**src/rtl/led_ctrl_pkg.sv**
```systemverilog
// Shared types and constants for the front-panel LED step controller.
package led_ctrl_pkg;

    typedef enum logic [1:0] {RUN, PAUSE, STEP} step_state_t;

    // One decoded command per cycle, already resolved by button priority.
    typedef enum logic [2:0] {
        CMD_NONE,
        CMD_DEFAULT,
        CMD_PAUSE,
        CMD_SINGLE,
        CMD_FASTER,
        CMD_SLOWER
    } cmd_t;

    localparam int NUM_SPEEDS = 5;
    localparam logic [2:0] MAX_IDX = 3'd4;

    localparam int BTN_SLOWER  = 0;
    localparam int BTN_FASTER  = 1;
    localparam int BTN_PAUSE   = 2;
    localparam int BTN_SINGLE  = 3;
    localparam int BTN_DEFAULT = 4;

    // Step period for a speed level: slowest period minus one step per level.
    function automatic logic [31:0] period_for(input logic [2:0] idx,
                                               input logic [31:0] slow,
                                               input logic [31:0] step);
        return slow - ({29'd0, idx} * step);
    endfunction

endpackage

```
**src/rtl/button_debounce.sv**
```systemverilog
// One board button: two-flop synchronizer, stability counter and a one-cycle
// pulse when a press (0->1 of the accepted level) is accepted.
module button_debounce
    import led_ctrl_pkg::*;
#(
    parameter int unsigned DEBOUNCE_CYCLES = 500000
) (
    input  logic clk,
    input  logic rst,
    input  logic raw,
    output logic press
);

    localparam int CW = (DEBOUNCE_CYCLES > 1) ? $clog2(DEBOUNCE_CYCLES + 1) : 1;
    localparam logic [CW-1:0] LAST_COUNT = CW'(DEBOUNCE_CYCLES - 1);

    logic          sync_a;
    logic          sync_b;
    logic          level;
    logic [CW-1:0] count;

    // Bring the asynchronous button level into the clk domain.
    always_ff @(posedge clk or posedge rst) begin
        if (rst) begin
            sync_a <= 1'b0;
            sync_b <= 1'b0;
        end else begin
            sync_a <= raw;
            sync_b <= sync_a;
        end
    end

    // Accept a new level only after it has disagreed with the old one long enough; flag presses.
    always_ff @(posedge clk or posedge rst) begin
        if (rst) begin
            level <= 1'b0;
            count <= '0;
            press <= 1'b0;
        end else if (sync_b != level) begin
            if (count == LAST_COUNT) begin
                level <= sync_b;
                count <= '0;
                press <= sync_b;
            end else begin
                count <= count + 1'b1;
                press <= 1'b0;
            end
        end else begin
            count <= '0;
            press <= 1'b0;
        end
    end

endmodule

```
**src/rtl/led_step_ctrl.sv**
```systemverilog
// Front-panel controller: turns debounced button presses into speed, pause,
// run and single-step commands and emits the step_pulse enable for the LED ring.
module led_step_ctrl
    import led_ctrl_pkg::*;
#(
    parameter int unsigned DEBOUNCE_CYCLES = 500000,
    parameter int unsigned PERIOD_SLOW     = 5000000,
    parameter int unsigned PERIOD_STEP     = 1000000
) (
    input  logic        clk,
    input  logic        rst,
    input  logic [4:0]  buttons,
    output logic        step_pulse,
    output logic [2:0]  speed_idx,
    output logic [31:0] period,
    output logic        running
);

    // The fastest period must stay at least one cycle long.
    if (!(64'(PERIOD_SLOW) > 64'(MAX_IDX) * 64'(PERIOD_STEP))) begin : g_bad_periods
        $error("led_step_ctrl: PERIOD_SLOW must exceed 4*PERIOD_STEP");
    end

    logic [4:0]  press;
    cmd_t        cmd;
    logic [2:0]  speed_next;
    logic        speed_change;
    logic [31:0] period_next;
    logic [31:0] tick;
    step_state_t state;

    for (genvar i = 0; i < 5; i++) begin : g_btn
        button_debounce #(
            .DEBOUNCE_CYCLES(DEBOUNCE_CYCLES)
        ) u_debounce (
            .clk  (clk),
            .rst  (rst),
            .raw  (buttons[i]),
            .press(press[i])
        );
    end

    // Keep only the highest-priority press of this cycle.
    always_comb begin
        cmd = CMD_NONE;
        if (press[BTN_DEFAULT])
            cmd = CMD_DEFAULT;
        else if (press[BTN_PAUSE])
            cmd = CMD_PAUSE;
        else if (press[BTN_SINGLE])
            cmd = CMD_SINGLE;
        else if (press[BTN_FASTER])
            cmd = CMD_FASTER;
        else if (press[BTN_SLOWER])
            cmd = CMD_SLOWER;
    end

    // Work out the next speed level; saturated presses leave it unchanged.
    always_comb begin
        speed_next = speed_idx;
        case (cmd)
            CMD_DEFAULT: speed_next = 3'd0;
            CMD_FASTER:  if (speed_idx < MAX_IDX) speed_next = speed_idx + 3'd1;
            CMD_SLOWER:  if (speed_idx != 3'd0) speed_next = speed_idx - 3'd1;
            default:     speed_next = speed_idx;
        endcase
        speed_change = (speed_next != speed_idx);
        period_next  = period_for(speed_next, PERIOD_SLOW, PERIOD_STEP);
    end

    // Run/pause/step sequencing with the tick counter and all registered outputs.
    always_ff @(posedge clk or posedge rst) begin
        if (rst) begin
            state      <= RUN;
            tick       <= '0;
            step_pulse <= 1'b0;
            speed_idx  <= 3'd0;
            period     <= PERIOD_SLOW;
            running    <= 1'b1;
        end else begin
            speed_idx  <= speed_next;
            period     <= period_next;
            step_pulse <= 1'b0;
            case (state)
                RUN: begin
                    if (cmd == CMD_PAUSE) begin
                        state   <= PAUSE;
                        running <= 1'b0;
                        tick    <= '0;
                    end else if (speed_change) begin
                        tick <= '0;
                    end else if (tick == period - 32'd1) begin
                        tick       <= '0;
                        step_pulse <= 1'b1;
                    end else begin
                        tick <= tick + 32'd1;
                    end
                end
                PAUSE: begin
                    tick <= '0;
                    if (cmd == CMD_PAUSE) begin
                        state   <= RUN;
                        running <= 1'b1;
                    end else if (cmd == CMD_SINGLE) begin
                        state      <= STEP;
                        step_pulse <= 1'b1;
                    end
                end
                STEP: begin
                    tick  <= '0;
                    state <= PAUSE;
                end
                default: begin
                    state   <= RUN;
                    running <= 1'b1;
                    tick    <= '0;
                end
            endcase
        end
    end

endmodule
```
**config.mk**
```make
export PLATFORM = sky130hd
export DESIGN_NAME = led_step_ctrl
export DESIGN_NICKNAME = d
export VERILOG_FILES = /design/src/rtl/led_ctrl_pkg.sv /design/src/rtl/button_debounce.sv /design/src/rtl/led_step_ctrl.sv
export SDC_FILE = /design/constraint.sdc
export NUM_CORES = 1
export LEC_CHECK = 0
export ABC_AREA = 1
export ABC_CLOCK_PERIOD_IN_PS = 6500
export CORE_MARGIN = 3
export CORE_UTILIZATION = 46
export CTS_CLUSTER_DIAMETER = 120
export DETAILED_ROUTE_END_ITERATION = 10
export GPL_TIMING_DRIVEN = 0
export SETUP_SLACK_MARGIN = 0.2
export SLEW_MARGIN = 15
export SYNTH_ARGS = -nofsm -noshare
export SYNTH_HDL_FRONTEND = slang
export SYNTH_SLANG_ARGS = --single-unit
```
**constraint.sdc**
```tcl
create_clock -name clk -period 6.5 [get_ports clk]
set_clock_uncertainty 0.15 [all_clocks]
set_input_delay 0.65 -clock clk [delete_from_list [all_inputs] [get_ports clk]]
set_output_delay 0.65 -clock clk [all_outputs]
set_load 0.05 [all_outputs]
```
==> impl_metrics.env <==
export IMPL_internal_power_w=0.00164
export IMPL_final_area_um2=11500
export IMPL_syn_avg_cell_area_um2=7.74
export IMPL_synth_top_area_frac=0.400
export IMPL_synth_area_um2=10100
export IMPL_ys_warnings_count=0
export IMPL_drt_initial_drc_count=458
export IMPL_cts_tree="yes"
export IMPL_leakagePower_nw=5.41
export IMPL_final_common_cell="nand2_1"
export IMPL_track_usage=0.186
export IMPL_die_h_um=154
export IMPL_slowest_stage="fa_1"
export IMPL_hold_path_class="reg2reg"
export IMPL_path_clk_slew_ps=70
export IMPL_p_seq_frac=0.499
export IMPL_crit_chain="inv_1, ha_1, nand2_2, nor2_1, o21ai_1, nand3_1, o21ai_1, inv_1, fa_1, fa_1, a21oi_1, o21ai_0, xor2_1, nor2_1, and3_1, nand2_1, nand2_1, nand2_1, nand2_1"
export IMPL_pwr_share_clk=0.471
export IMPL_synth_top_cell_by_area="dfrtp_1"
export IMPL_power_switching_w=0.000527
export IMPL_synth_edff_count=0
export IMPL_cellPowerDensity_nw_per_um2=188
export IMPL_io_pins=44
export IMPL_ys_types=47
export IMPL_cp_required_ps=6690
export IMPL_drc=0
export IMPL_grt_pass1_wl_um=37200
export IMPL_port_buffers=37
export IMPL_num_rows=53
export IMPL_wl_per_cell_um=12.8
export IMPL_ys_flop_type="dfrtp_1"
export IMPL_gp_congestion=0.879
export IMPL_cts_root_buf="clkbuf_16"
export IMPL_crit_path_max_incr_delay_ps=660
export IMPL_grt_max_degree=108
export IMPL_dpl_cell_area_um2=10900
export IMPL_vias=8091
export IMPL_critPathKind="reg2reg"
export IMPL_h_tree_depth=4
export IMPL_design_die_area_um2=23900
export IMPL_diodes=0
export IMPL_area_growth_synth_to_final_pct=13.3
export IMPL_cts_sinks=171
export IMPL_yosys_register_bits=171
export IMPL_grt_pass1_vias=7735
export IMPL_pre_cts_ws_ps=2020
export IMPL_setup_ws_ps=1990
export IMPL_cp_start_kind="register"
export IMPL_combPwrFrac=0.030
export IMPL_cp_end_kind="register"
export IMPL_core_um2=21400
export IMPL_cts_buffers=17
export IMPL_antenna_found_initial=0
export IMPL_maxCapViolCount=0
export IMPL_hold_buffers=0
export IMPL_fin_util=0.538
export IMPL_vias_per_cell=4.88
export IMPL_path_common_cell="nand2_1"
export IMPL_whs_ps=200
export IMPL_min_period_over_period=0.694
export IMPL_hpwl_um=15800
export IMPL_fill_cells=2069
export IMPL_cts_setup_buffers=0
export IMPL_max_slew_margin=0.569
export IMPL_ys_seq_area_frac=0.423
export IMPL_fp_dieW_um=154
export IMPL_cts_resized=0
export IMPL_setup_viol=0
export IMPL_postRouteAntennaNets=0
export IMPL_clkLatencyLatePin_ps=430
export IMPL_clockBufferDepth=2
export IMPL_grt_overflow=0
export IMPL_syn_inst=1309
export IMPL_layout_nets=1403
export IMPL_min_period_ps=4510
export IMPL_synth_area_leaders="dfrtp_1 40%, nand2_1 9.2%, inv_1 6.9%"
export IMPL_status="finished, final reports clean"
export IMPL_critPathArrivalTime_ps=4710
export IMPL_rsz0062_at_grt="false"
export IMPL_drive_gt1_frac=0.113
export IMPL_cp_max_fo=9
export IMPL_ir_drop_v=0.000131
export IMPL_worst_pin_slew_ps=642
export IMPL_initial_utilization=0.475
export IMPL_p_sw_frac=0.244
export IMPL_fmax_ghz=0.222
export IMPL_synthArstFlopShare=1.00
export IMPL_hold_violations=0
export IMPL_firstDrtPassIters=4
export IMPL_wl_um=21200
export IMPL_final_cell_mix="249 x nand2_1, 185 x inv_1, 177 x nor2_1"
export IMPL_slew_viol_final=0
## sequential cells by signal, indices dropped and copies added, names as in the netlist
register,cells
g_btn.u_debounce.sync_a,5
step_pulse,1
state,2
period,17
running,1
tick,32
g_btn.u_debounce.count,95
speed_idx,3
g_btn.u_debounce.sync_b,5
g_btn.u_debounce.level,5
g_btn.u_debounce.press,5
## synthesized netlist by cell type (2+ instances only)
library cell	count
a211oi_1	10
a21oi_1	37
a31oi_1	5
and2_1	2
and3_1	3
buf_4	16
buf_6	5
clkbuf_1	2
clkinv_1	2
dfrtp_1	162
dfstp_2	9
fa_1	3
ha_1	22
inv_1	186
inv_2	24
nand2_1	249
nand2_2	24
nand2_4	2
nand3_1	88
nand3_2	4
nand3b_1	8
nand4_1	31
nor2_1	177
nor2_2	23
nor2_4	7
nor3_1	45
nor3_2	5
nor3b_1	7
nor4_1	18
o21ai_0	29
o21ai_1	4
o21bai_1	2
o22ai_1	2
or2_0	3
xnor2_1	20
xor2_1	62
## area by class of cell
class	instances	area, um2	area share
Buffer	24	189	0.0164
Clock buffer	18	429	0.0374
Sequential cell	171	4290	0.374
Timing Repair Buffer	38	398	0.0346
Clock inverter	14	153	0.0133
Multi-Input combinational cell	907	4880	0.425
Inverter	212	803	0.0699
Tap cell	275	344	0.0300
## metal layers
layer  share of wire  GRT usage  wire, um  vias to the layer above
met1            0.49      0.264     10400                     3725
met2            0.47      0.299      9870                       88
met5               0          0         0                        -
li1                -          -         -                     4260
met3           0.031     0.0336       656                       18
met4           0.012     0.0416       246                        0
## critical path: cells and delay by family (launching register included)
| kind | cells | cell delay [ps] |
|---|---|---|
| compound gates | 4 | 800 |
| xor+xnor | 1 | 260 |
| fa+ha+maj | 3 | 1390 |
| buf+inv | 2 | 560 |
| flops | 1 | 530 |
| simple gates | 9 | 750 |
## logic make-up (layout without fill, tap and decap cells)
kind of cell | after synthesis | in the layout | share of synthesized area
fa+ha+maj | 25 | 25 | 0.0331
buf+inv | 236 | 306 | 0.0971
xor+xnor | 83 | 83 | 0.0731
compound gates | 93 | 93 | 0.0512
simple gates | 700 | 700 | 0.322
flops | 171 | 171 | 0.423
other cells | 1 | 6 | 0.000370
## metrics by stage
step / setup TNS (ps) / power, W / std cells
after floorplan: 0 / 0.00115 / 1314
after global placement: -212850 / 0.00117 / 1626
after detailed placement: 0 / 0.00117 / 1627
after CTS: 0 / 0.00220 / 1659
after global routing: 0 / 0.00226 / 1659
final: 0 / 0.00216 / 1659
## power by group through the flow
| stage | registers, W | clock network [W] | logic (W) |
|---|---|---|---|
| after floorplan | 0.00110 | 0 | 0.0000476 |
| after global placement | 0.00110 | 0 | 0.0000638 |
| after detailed placement | 0.00110 | 0 | 0.0000667 |
| after CTS | 0.00108 | 0.00105 | 0.0000671 |
| after global routing | 0.00108 | 0.00110 | 0.0000754 |
| final | 0.00108 | 0.00102 | 0.0000644 |
## final timing paths
check / start / to / slack (ps) / depth (start not counted)
max: speed_idx[1]$_DFF_PP0_ / period[22]$_DFF_PP1_ / 1990 / 19
min: g_btn[3].u_debounce.sync_a$_DFF_PP0_ / g_btn[3].u_debounce.sync_b$_DFF_PP0_ / 200 / 0
max reg2reg: speed_idx[1]$_DFF_PP0_ / period[22]$_DFF_PP1_ / 1990 / 19
min reg2reg: g_btn[3].u_debounce.sync_a$_DFF_PP0_ / g_btn[3].u_debounce.sync_b$_DFF_PP0_ / 200 / 0
max in group asynchronous: rst / period[18]$_DFF_PP1_ / 4800 / 3
min in group asynchronous: rst / g_btn[3].u_debounce.count[13]$_DFF_PP0_ / 510 / 2
No activity file was read; power rests on OpenSTA's default activity.
